[src/rtl/pixel_addr_gen.sv]
// Raster-order read address generator and filtered-output write address tracker
// for a single image job kicked off by a rising edge on final_enable.
module pixel_addr_gen #(
  parameter int ADDR_W    = 32,
  parameter int ADDR_STEP = 4
) (
  input  logic              clk,
  input  logic              n_rst,
  input  logic [ADDR_W-1:0] width,
  input  logic [ADDR_W-1:0] height,
  input  logic [ADDR_W-1:0] readStartAddress,
  input  logic [ADDR_W-1:0] writeStartAddress,
  input  logic              final_enable,
  output logic              rd_valid,
  input  logic              rd_ready,
  output logic [ADDR_W-1:0] rd_addr,
  output logic              rd_row_end,
  input  logic              wr_next,
  output logic [ADDR_W-1:0] wr_addr,
  output logic              busy,
  output logic              done,
  output logic              cfg_error
);

  typedef enum logic [2:0] {IDLE, LOAD, RUN, DONE, ERR} state_t;

  localparam logic [ADDR_W-1:0] STEP  = ADDR_W'(ADDR_STEP);
  localparam logic [ADDR_W-1:0] ONE   = ADDR_W'(1);
  localparam logic [ADDR_W-1:0] THREE = ADDR_W'(3);

  state_t            state, state_nxt;
  logic              fe_q, armed, start, cfg_bad;
  logic [ADDR_W-1:0] width_q, height_q;
  logic [ADDR_W-1:0] col, row, wcol, wrow;
  logic              rd_done, wr_done;
  logic              rd_xfer, rd_last, wr_acc, wr_last;
  logic              rd_fin, wr_fin;

  // armed stays low until final_enable is seen low, so a level held through reset never starts a job
  assign start   = final_enable & ~fe_q & armed;
  assign cfg_bad = (width < THREE) || (height < THREE);

  assign rd_valid   = (state == RUN) && !rd_done;
  assign rd_xfer    = rd_valid && rd_ready;
  assign rd_row_end = rd_valid && (col == width_q - ONE);
  assign rd_last    = rd_xfer && (col == width_q - ONE) && (row == height_q - ONE);

  // the filter output grid is (width-2) x (height-2); nested counters avoid a multiplier
  assign wr_acc  = (state == RUN) && wr_next && !wr_done;
  assign wr_last = wr_acc && (wcol == width_q - THREE) && (wrow == height_q - THREE);

  assign rd_fin = rd_done || rd_last;
  assign wr_fin = wr_done || wr_last;

  assign busy      = (state == RUN);
  assign done      = (state == DONE);
  assign cfg_error = (state == ERR);

  always_ff @(posedge clk or negedge n_rst) begin
    if (!n_rst) begin
      state <= IDLE;
      fe_q  <= 1'b0;
      armed <= 1'b0;
    end else begin
      state <= state_nxt;
      fe_q  <= final_enable;
      armed <= armed | ~final_enable;
    end
  end

  always_comb begin
    state_nxt = state;
    unique case (state)
      IDLE:    if (start) state_nxt = LOAD;
      LOAD:    state_nxt = cfg_bad ? ERR : RUN;
      RUN:     if (rd_fin && wr_fin) state_nxt = DONE;
      DONE:    if (!final_enable) state_nxt = IDLE;
      ERR:     if (!final_enable) state_nxt = IDLE;
      default: state_nxt = IDLE;
    endcase
  end

  always_ff @(posedge clk or negedge n_rst) begin
    if (!n_rst) begin
      width_q  <= '0;
      height_q <= '0;
      col      <= '0;
      row      <= '0;
      wcol     <= '0;
      wrow     <= '0;
      rd_done  <= 1'b0;
      wr_done  <= 1'b0;
      rd_addr  <= '0;
      wr_addr  <= '0;
    end else if (state == LOAD) begin
      width_q  <= width;
      height_q <= height;
      col      <= '0;
      row      <= '0;
      wcol     <= '0;
      wrow     <= '0;
      rd_done  <= 1'b0;
      wr_done  <= 1'b0;
      rd_addr  <= readStartAddress;
      wr_addr  <= writeStartAddress;
    end else if (state == RUN) begin
      if (rd_xfer) begin
        rd_addr <= rd_addr + STEP;
        if (col == width_q - ONE) begin
          col <= '0;
          row <= row + ONE;
        end else begin
          col <= col + ONE;
        end
        if (rd_last) rd_done <= 1'b1;
      end
      if (wr_acc) begin
        wr_addr <= wr_addr + STEP;
        if (wcol == width_q - THREE) begin
          wcol <= '0;
          wrow <= wrow + ONE;
        end else begin
          wcol <= wcol + ONE;
        end
        if (wr_last) wr_done <= 1'b1;
      end
    end
  end

endmodule

[config.mk]
export PLATFORM = sky130hd
export DESIGN_NAME = pixel_addr_gen
export DESIGN_NICKNAME = d
export VERILOG_FILES = /design/src/rtl/pixel_addr_gen.sv
export SDC_FILE = /design/constraint.sdc
export NUM_CORES = 1
export LEC_CHECK = 0
export BUFFER_PORTS_ARGS = -buffer_cell sky130_fd_sc_hd__buf_4
export CAP_MARGIN = 20
export CORE_MARGIN = 2
export CORE_UTILIZATION = 45
export CTS_CLUSTER_DIAMETER = 40
export DETAILED_ROUTE_END_ITERATION = 6
export GPL_TIMING_DRIVEN = 0
export PLACE_DENSITY = 0.63
export RECOVER_POWER = 50
export SETUP_SLACK_MARGIN = 0.15
export SLEW_MARGIN = 5
export SYNTH_ARGS = -nofsm -noshare
export SYNTH_HDL_FRONTEND = slang
export SYNTH_SLANG_ARGS = --single-unit
export TNS_END_PERCENT = 5
[constraint.sdc]
create_clock -name clk -period 7.7 [get_ports clk]
set_input_delay 0 -clock clk [delete_from_list [all_inputs] [get_ports clk]]
set_output_delay 0 -clock clk [all_outputs]
set_load 0.005 [all_outputs]
==> impl_metrics.tcl, run 1 <==
set metrics [dict create \
    status "finished with violations" \
    violations "capacitance limit, slew limit" \
    initialDrtViolationCount 1148 \
    clock-sinks 263 \
    period_needed_ps 5090 \
    htree_num_levels 2 \
    totalWireLength_um 60200 \
    synth_nets 2267 \
    synth_warnings 0 \
    cp-end-kind "flop" \
    port_buffers 201 \
    drc 0 \
    ant_nets 0 \
    viasPerCell 5.73 \
    grt_pass1_wl_um 95500 \
    grt_overflow 0 \
    rows 71 \
    fin_nets 2658 \
    cts_root_buf "clkbuf_16" \
    grt_pass1_vias 17376 \
    yosys.area.top_type_share_pct 38.0 \
    synth_seq_cells 263 \
    slowest_stage "nor4b_1" \
    seq_area_frac_synth_pct 38.0 \
    dieArea_sq_mm 0.0401 \
    drive_above_1_share_pct 12.5 \
    cts_tree "done" \
    crit_path_frequent_cell "clkbuf_1" \
    synth_area_leader_cell "dfrtp_1" \
    fin_crit_sh_pct 66.1 \
    seqCellArea_sq_mm 0.00658 \
    crit_type "flop to flop" \
    fp.dieH_um 200 \
    skew_ps 16.9 \
    netlist_top_cells_count "nand2_1, dfrtp_1, nor2_1, xnor2_1, clkbuf_1" \
    cts_buffers 50 \
    hp-class "input pin to flop" \
    fin_setup_tns_ps 0 \
    path_cells "clkbuf_1, nor4_1, nand3_1, nor4b_1, xnor2_1, o31ai_1, nand4_1, o21ai_1, clkbuf_1, clkbuf_1, o21ai_0" \
    finalWeightedCongestion 0.902 \
    cts.clk_slew.worst_paths_ps 50 \
    clk_latency_ps 600 \
    dpl_cell_area_sq_mm 0.0195 \
    slew_violations 59 \
    hpwl_um 44100 \
    ctsResizeCount 0 \
    worst_slew_pin_slew_ps 3150 \
    grt_max_degree 104 \
    vias 17581 \
    total_power_uw 8090 \
    antenna_found_initial 1 \
    ioPinCount 202 \
    setup_viol 0 \
    synthToLayoutAreaGrowth_pct 30.1 \
    whs_ps 29.4 \
    crit_required_ps 8140 \
    maxSlewHeadroom_pct -110 \
    power.leakage_uw 0.00929 \
    cp_max_fo 10 \
    core_sq_mm 0.0378 \
    syn_area_sq_mm 0.0173 \
    fp.dieW_um 200 \
    track_usage_pct 29.7 \
    design_area_sq_mm 0.0225 \
    ys_top_cells_by_area "dfrtp_1, xnor2_1, nand2_1" \
    ys_types 82 \
    power_density_mw_per_mm2 359 \
    async_flop_share_pct 100 \
    multi_input_comb_area_sq_mm 0.0100 \
    critical_path.startpoint_type "flop" \
    cts_hold_buf 133 \
    setup_ws_ps 2610 \
    start_util_pct 45.9 \
    ir_drop_mv 0.221 \
    maxCapViolCount 1 \
    post_cts_buffers 0 \
    critPathMaxStageDelay_ps 800 \
    pre_cts_slack_ps 2700 \
    worst_path_dominant_cell_family "simple AND/OR/NAND/NOR gates" \
    syn_area_per_cell_sq_um 8.15 \
    max_freq_mhz 197 \
    syn_inst 2124 \
    clock_tree.buffer_depth 3 \
    fillerInstances 3349 \
    yosys.cell_count.top_type "nand2_1" \
    crit_buf_inv 3 \
    synth_edf_count 0 \
    critPathArrivalTime_ps 5530 \
    drtPass1Iterations 6 \
    wire_per_inst_um 19.6 \
    synth_top_flop_cell "dfrtp_1" \
    hold_viol 0 \
    rsz0062_at_grt "false" \
]
## routing by layer
metal	track usage (%)	wire length, um
met2	50.3	29300
met4	14.9	2970
met3	3.37	2660
met5	0	0
met1	37.7	25200
## cells in the final DEF, fill, tap and decap left out, types with 7 or more instances in the layout
cell type,netlist,layout
a2111oi_0,9,8
a2111oi_1,6,7
a211oi_1,19,19
a21oi_1,68,68
a31oi_1,37,37
and2_1,11,11
and3_1,52,52
and4_1,12,12
buf_1,9,9
buf_2,7,10
buf_4,0,166
clkbuf_1,123,144
clkbuf_16,0,50
clkbuf_4,0,20
clkinv_2,0,7
clkinv_4,0,11
clkinvlp_4,0,7
dfrtp_1,263,263
dlygate4sd3_1,0,132
ha_1,10,10
inv_1,32,32
mux2i_1,10,10
nand2_1,382,382
nand2b_1,15,15
nand3_1,114,114
nand4_1,57,57
nor2_1,171,171
nor2b_1,11,11
nor3_1,43,43
nor4_1,65,65
o21ai_0,115,115
o31ai_1,23,23
or3_1,31,31
or4_1,17,17
xnor2_1,171,171
xor2_1,108,108
## where the power goes
group	switching (uW)	leakage, uW	total, uW	internal (uW)
clock network	825	0.000824	2230	1410
logic	2060	0.00505	3460	1410
registers	558	0.00342	2400	1840
## worst reg2reg max path, delay by kind of cell, from the launching register on
kind,cells,cell delay (ps)
flip-flops,1,350
buffers and inverters,3,1270
XOR/XNOR,1,150
AO/OA/AOI/OAI,3,1180
AND/OR/NAND/NOR,4,1970
## final timing paths
path / depth (start not counted) / slack, ps / start / to
max: 11 / 2610 / width_q[13] / wcol[21]
min reg2reg: 1 / 470 / armed / armed
min: 5 / 30 / rd_ready / col[28]
max in group asynchronous: 4 / 3980 / n_rst / height_q[27]
max reg2reg: 11 / 2610 / width_q[13] / wcol[21]
min in group asynchronous: 4 / 770 / n_rst / wcol[24]
## layout make-up
| type | instances | share of cell area, % |
|---|---|---|
| multi-input combinational | 1686 | 44.6 |
| sequential | 263 | 29.2 |
| timing repair buffer | 339 | 12.6 |
| clock buffer | 58 | 5.82 |
| tap | 511 | 2.84 |
| buffer | 143 | 2.53 |
| clock inverter | 35 | 1.81 |
| inverter | 32 | 0.533 |
| antenna | 1 | 0.0111 |
## through the flow
| stage | util [%] | instances |
|---|---|---|
| after floorplan | - | 2124 |
| after global placement | 51.6 | 2836 |
| after detailed placement | 51.8 | 2841 |
| after CTS | 59.9 | 3067 |
| after global routing | 59.7 | 3068 |
| final | 59.7 | 3068 |
## registers in the layout, indices dropped and copies added, names as in the netlist
| name | cells |
|---|---|
| wr_done | 1 |
| row | 32 |
| rd_addr | 32 |
| state | 3 |
| wr_addr | 32 |
| width_q | 32 |
| col | 32 |
| wcol | 32 |
| rd_done | 1 |
| wrow | 32 |
| height_q | 32 |
| armed | 1 |
| fe_q | 1 |
## logic make-up after synthesis
family          share of synthesized area, %
flops                                   38.0
mux                                    0.643
simple gates                            29.2
xor+xnor                                14.1
compound gates                          13.4
fa+ha+maj                              0.722
buf+inv                                 3.98
No activity file was read; power rests on OpenSTA's default activity.
==> run 2: changes to the inputs <==
--- a/config.mk
+++ b/config.mk
@@ -5,6 +5,7 @@
 export SDC_FILE = /design/constraint.sdc
 export NUM_CORES = 1
 export LEC_CHECK = 0
+export ABC_AREA = 1
 export BUFFER_PORTS_ARGS = -buffer_cell sky130_fd_sc_hd__buf_4
 export CAP_MARGIN = 20
 export CORE_MARGIN = 2
@@ -12,7 +13,7 @@
 export CTS_CLUSTER_DIAMETER = 40
 export DETAILED_ROUTE_END_ITERATION = 6
 export GPL_TIMING_DRIVEN = 0
-export PLACE_DENSITY = 0.63
+export PLACE_DENSITY = 0.65
 export RECOVER_POWER = 50
 export SETUP_SLACK_MARGIN = 0.15
 export SLEW_MARGIN = 5
==> constraint.sdc (replaced) <==
create_clock -name clk -period 4.61 [get_ports clk]
set_input_delay 0 -clock clk [delete_from_list [all_inputs] [get_ports clk]]
set_output_delay 0 -clock clk [all_outputs]
set_load 0.005 [all_outputs]
==> run 2 against run 1 <==
The run ends with DRC, capacitance limit, slew limit left. Critical path depth is 6 higher. Sequential share of layout area shrank 2.9 points. Final area up 11%. Clock skew increased by 11 ps. Area after synthesis up 13%. Combinational power decreased by 81%. Worst hold slack improved by 33 ps. Routed wire length rose by 26%. Die area is 13% higher. Total power decreased by 11%. Setup slack worse by 1800 ps. Flip-flop and latch count unchanged. Critical endpoint is now rd_row_end. Largest power group is now clock.
==> impl_metrics.tcl, run 2 <==
set metrics [dict create \
    cp-end-kind "output port" \
    wire_per_inst_um 19.5 \
    fp.dieH_um 213 \
    hpwl_um 57900 \
    stdcell_count 3881 \
    cts_buffers 51 \
    critPathArrivalTime_ps 3800 \
    syn_area_per_cell_sq_um 6.85 \
    port_buffers 201 \
    dieArea_sq_mm 0.0453 \
    ctsResizeCount 0 \
    totalWireLength_um 75800 \
    cp_max_fo 6 \
    intPower_uw 5310 \
    synth_seq_cells 263 \
    yosys.area.top_type_share_pct 33.6 \
    drtPass1Iterations 7 \
    cts_hold_buf 132 \
    synth_edf_count 0 \
    status "finished with violations" \
    fin_setup_tns_ps 0 \
    drc 3 \
    clockPowerShare_pct 55.7 \
    antenna_found_initial 4 \
    p_sw_uw 1850 \
    vias 21096 \
    switching_share_pct 25.8 \
    p_comb_share_pct 9.2 \
    maxSlewHeadroom_pct -143 \
    grt_pass1_vias 20386 \
    multi_input_comb_area_sq_mm 0.0116 \
    whs_ps 61.9 \
    clk_latency_ps 610 \
    fin_nets 3396 \
    maxCapViolCount 1 \
    crit_required_ps 4610 \
    drive_above_1_share_pct 12.7 \
    start_util_pct 45.5 \
    fp.dieW_um 213 \
    fillerInstances 4095 \
    dp.cells 3653 \
    syn_area_sq_mm 0.0196 \
    netlist_top_cells_count "nand2_1, nor2_1, inv_1" \
    max_freq_mhz 263 \
    ioPinCount 202 \
    hold_viol 0 \
    cts_root_buf "clkbuf_16" \
    critical_path.startpoint_type "flop" \
    post_cts_buffers 0 \
    hp-class "input pin to flop" \
    grt_overflow 0 \
    setup_viol 0 \
    total_power_uw 7160 \
    ys_top_cells_by_area "dfrtp_1, nand2_1, xor2_1" \
    slew_violations 78 \
    track_usage_pct 33.5 \
    ys_types 59 \
    seqPwrFrac_pct 35.1 \
    cts_tree "done" \
    grt_max_degree 107 \
    skew_ps 27.9 \
    viasPerCell 5.44 \
    clock_tree.buffer_depth 3 \
    syn_inst 2864 \
    rsz0062_at_grt "false" \
    htree_num_levels 2 \
    final_common_cell "nand2_1" \
    rows 76 \
    async_flop_share_pct 100 \
    final_cell_mix "nand2_1, nor2_1, inv_1" \
    initialDrtViolationCount 1853 \
    cts.clk_slew.worst_paths_ps 60 \
    synth_warnings 0 \
    seqCellArea_sq_mm 0.00658 \
    synthToLayoutAreaGrowth_pct 27.4 \
    clock-sinks 263 \
    grt_pass1_wl_um 115000 \
    fin_crit_sh_pct 82.5 \
    seq_area_frac_synth_pct 33.6 \
    synth_top_flop_cell "dfrtp_1" \
    core_sq_mm 0.0431 \
    synth_nets 3007 \
    crit_type "flop to output port" \
    synth_area_leader_cell "dfrtp_1" \
    violations "DRC, capacitance limit, slew limit" \
    ir_drop_mv 0.334 \
    worst_slew_pin_slew_ps 3640 \
    power.leakage_uw 0.0108 \
    period_needed_ps 3800 \
    yosys.cell_count.top_type "nand2_1" \
    ant_nets 0 \
    finalWeightedCongestion 0.994 \
    power_density_mw_per_mm2 287 \
]
-- run 2: critical path, cell delays in order, from the launching register on --
cell	delay [ps]
dfrtp_1	500
inv_1	120
ha_1	210
nand2_1	70
nor2_1	320
nand3_1	220
o21ai_0	270
nand2_1	80
nand2_1	70
nand2_1	60
nor2_1	80
nand2_1	50
inv_1	60
nand2_1	110
nor2_4	210
inv_1	60
nor3_1	490
buf_4	220
-- run 2: final cells by class --
cell class | instances | share of cell area, %
inverters | 269 | 4.05
clock inverters | 31 | 1.68
well taps | 585 | 2.93
multi-input cells | 2235 | 46.3
clock buffers | 64 | 5.67
plain buffers | 97 | 1.76
flip-flops and latches | 263 | 26.3
repair buffers | 336 | 11.2
diodes | 1 | 0.0100
-- run 2: cells by family (layout without fill, tap and decap cells) --
kind of cell    after synthesis  count (layout)  share of synthesized area (%)
compound gates              358             358                           11.8
xor+xnor                    256             256                           11.4
buf+inv                     366             797                           7.40
flops                       263             263                           33.6
other cells                   0               1                              0
fa+ha+maj                    10              10                          0.638
simple gates               1609            1609                           35.1
mux                           2               2                          0.102
-- run 2: final timing paths --
kind	startpoint	end	slack (ps)	cells past startpoint
setup / recovery	width_q[0]	rd_row_end	810	17
max in group asynchronous	n_rst	width_q[11]	1100	4
hold / removal	wr_next	wr_addr[7]	60	5
setup reg to reg	state[2]	rd_addr[4]	880	10
min in group asynchronous	n_rst	wrow[20]	1300	2
hold reg to reg	armed	armed	460	2
-- run 2: through the flow --
step	area (sq um)	utilization, %	setup slack (ps)
6_report	25000	58.0	806
3_5_place_dp	21900	50.9	1270
3_3_place_gp	21800	50.7	1130
5_1_grt	25000	58.0	407
4_1_cts	25100	58.2	855
2_1_floorplan	19600	-	2160
-- run 2: metal layers --
layer  part of all wire [%]  track usage (%)  wire length (um)
met3                    6.1             4.57              4610
met1                     41             42.0             31100
met5                  0.038                0                29
met2                     48             57.5             36600
met4                    4.5             15.2              3430
-- run 2: power groups by stage --
stage	logic (uW)	clock network [uW]	registers (uW)
after global routing	725	4140	2520
after floorplan	247	0	2520
after detailed placement	577	0	2550
final	660	3990	2520
after CTS	680	4030	2510
after global placement	557	0	2550
==> run 3: changes to the inputs <==
==> constraint.sdc (replaced) <==
create_clock -name clk -period 3.3 [get_ports clk]
set_input_delay 0 -clock clk [delete_from_list [all_inputs] [get_ports clk]]
set_output_delay 0 -clock clk [all_outputs]
set_load 0.005 [all_outputs]
==> run 3 against run 2 <==
The flow still finishes with violations (DRC, capacitance limit, slew limit). Worst hold slack improved by 14 ps. Setup slack got worse by 640 ps. Highest routed layer unchanged. Register-to-register slack got worse by 650 ps. Total power grew 40%. Count of clock-buffer cells in the layout is the same. Combinational power rose by 38%.
==> impl_metrics.tcl, run 3 (synthesis results as in run 2) <==
set metrics [dict create \
    clock-sinks 263 \
    cts_buffers 51 \
    maxSlewHeadroom_pct -38.2 \
    violations "DRC, capacitance limit, slew limit" \
    power.leakage_uw 0.0108 \
    cts_root_buf "clkbuf_16" \
    fin_crit_sh_pct 94.9 \
    viasPerCell 5.43 \
    ir_drop_mv 0.469 \
    design_area_sq_mm 0.0253 \
    grt_pass1_wl_um 115000 \
    initialDrtViolationCount 1962 \
    cts_tree "done" \
    clock_tree.buffer_depth 3 \
    htree_num_levels 2 \
    rsz0062_at_grt "true" \
    synthToLayoutAreaGrowth_pct 29.0 \
    slew_violations 78 \
    dpl_cell_area_sq_mm 0.0219 \
    track_usage_pct 33.6 \
    status "finished with violations" \
    top_layer_used "met5" \
    start_util_pct 45.5 \
    routed-wl-met3_um 4570 \
    wire_per_inst_um 19.6 \
    crit_start "width_q[0]" \
    whs_ps 75.5 \
    grt_overflow 0 \
    r2r-end "height_q[9]" \
    skew_ps 30.4 \
    crit_type "flop to output port" \
    wl_met2_um 36700 \
    totalWireLength_um 76200 \
    grt_pass1_vias 20403 \
    max_freq_mhz 319 \
    port_buffers 201 \
    cp-end-kind "output port" \
    setup_viol 0 \
    cts.clk_slew.worst_paths_ps 60 \
    finalWeightedCongestion 0.994 \
    hold_viol 0 \
    cp-endpoint "rd_row_end" \
    hp-class "input pin to flop" \
    cp_max_fo 6 \
    clk_latency_ps 610 \
    ant_nets 0 \
    hpwl_um 57900 \
    period_needed_ps 3130 \
    dieArea_sq_mm 0.0453 \
    reg2reg_depth 8 \
    fin_nets 3405 \
    core_sq_mm 0.0431 \
    critPathArrivalTime_ps 3130 \
    wl_met1_um 31400 \
    worst_slew_pin_slew_ps 2070 \
    r2r_setup_slack_ps 230 \
    rows 76 \
    final_common_cell "nand2_1" \
    vias 21123 \
    drc 1 \
    grt_max_degree 107 \
    timing.rr.start "state[2]" \
    final_cell_mix "nand2_1, nor2_1, inv_1" \
    hold_depth 5 \
    antenna_found_initial 5 \
    critical_path.startpoint_type "flop" \
    ioPinCount 202 \
    power_density_mw_per_mm2 396 \
    maxCapViolCount 1 \
    fp.dieW_um 213 \
    crit_required_ps 3300 \
    drtPass1Iterations 7 \
    fp.dieH_um 213 \
    drive_above_1_share_pct 14.9 \
]
[run 3: changes by cell type in the layout (fill, tap and decap cells not counted), sizes merged]
| cell | delta |
|---|---|
| dlymetal6s4s | -1 |
| buf | +9 |
| clkdlybuf4s15 | +1 |
| clkbuf | +1 |
| dlygate4sd3 | -1 |
[run 3: report_power, final]
| part | internal, uW | switching [uW] | total, uW |
|---|---|---|---|
| Clock | 3610 | 1970 | 5580 |
| Sequential | 3350 | 163 | 3510 |
| Combinational | 453 | 455 | 909 |
| Total | 7410 | 2590 | 10000 |
[run 3: worst min-delay path by stage]
| stage | startpoint | endpoint |
|---|---|---|
| 3_3_place_gp | final_enable | fe_q |
| 2_1_floorplan | n_rst | armed |
| 6_report | wr_next | wr_addr[7] |
| 3_5_place_dp | n_rst | wrow[24] |
| 5_1_grt | wr_next | wr_addr[2] |
| 4_1_cts | n_rst | wrow[18] |
[run 3: metrics by stage]
stage	setup TNS [ps]	cells	setup WS [ps]	util, %	power, uW
2_1_floorplan	0	2864	854	-	3870
3_3_place_gp	-36940	3650	-181	50.7	4340
3_5_place_dp	-162	3653	-42.2	50.9	4370
4_1_cts	-27.9	3881	-27.9	58.4	10100
5_1_grt	0	3889	25.0	58.7	10300
6_report	0	3890	170	58.7	10000
[run 3: routing by layer]
metal,vias to the layer above,track usage [%]
li1,10100,-
met1,9954,42.0
met2,859,57.6
met3,206,4.69
met4,4,15.1
met5,-,0
[run 3: critical path, stage by stage (launching register included)]
cell and delay, ps:
dfrtp_2 440, nor2_2 210, nand2_1 160, nor2_4 230, nand2_1 110, nor2_2 190, nor2_1 110, nor2_1 110
nand2_1 60, nor2_1 110, nand3_2 110, nor2_4 160, inv_1 80, nor3_4 290, buf_4 170
[run 3: area by class of cell]
class                   count  area, sq um
well taps                 585          732
clock buffers              64         1420
fillers                  4056        17800
multi-input cells        2235        11800
flip-flops and latches    263         6600
inverters                 269         1010
plain buffers              97          457
diodes                      1         2.50
repair buffers            345         2860
clock inverters            31          419
[run 3: what timing repair did]
action	in CTS	in global routing
gates resized for setup	23	65
endpoints found under the hold margin	295	0
hold buffers	131	0
setup endpoints to repair	142	144
setup buffers	2	8
pin swaps	3	10
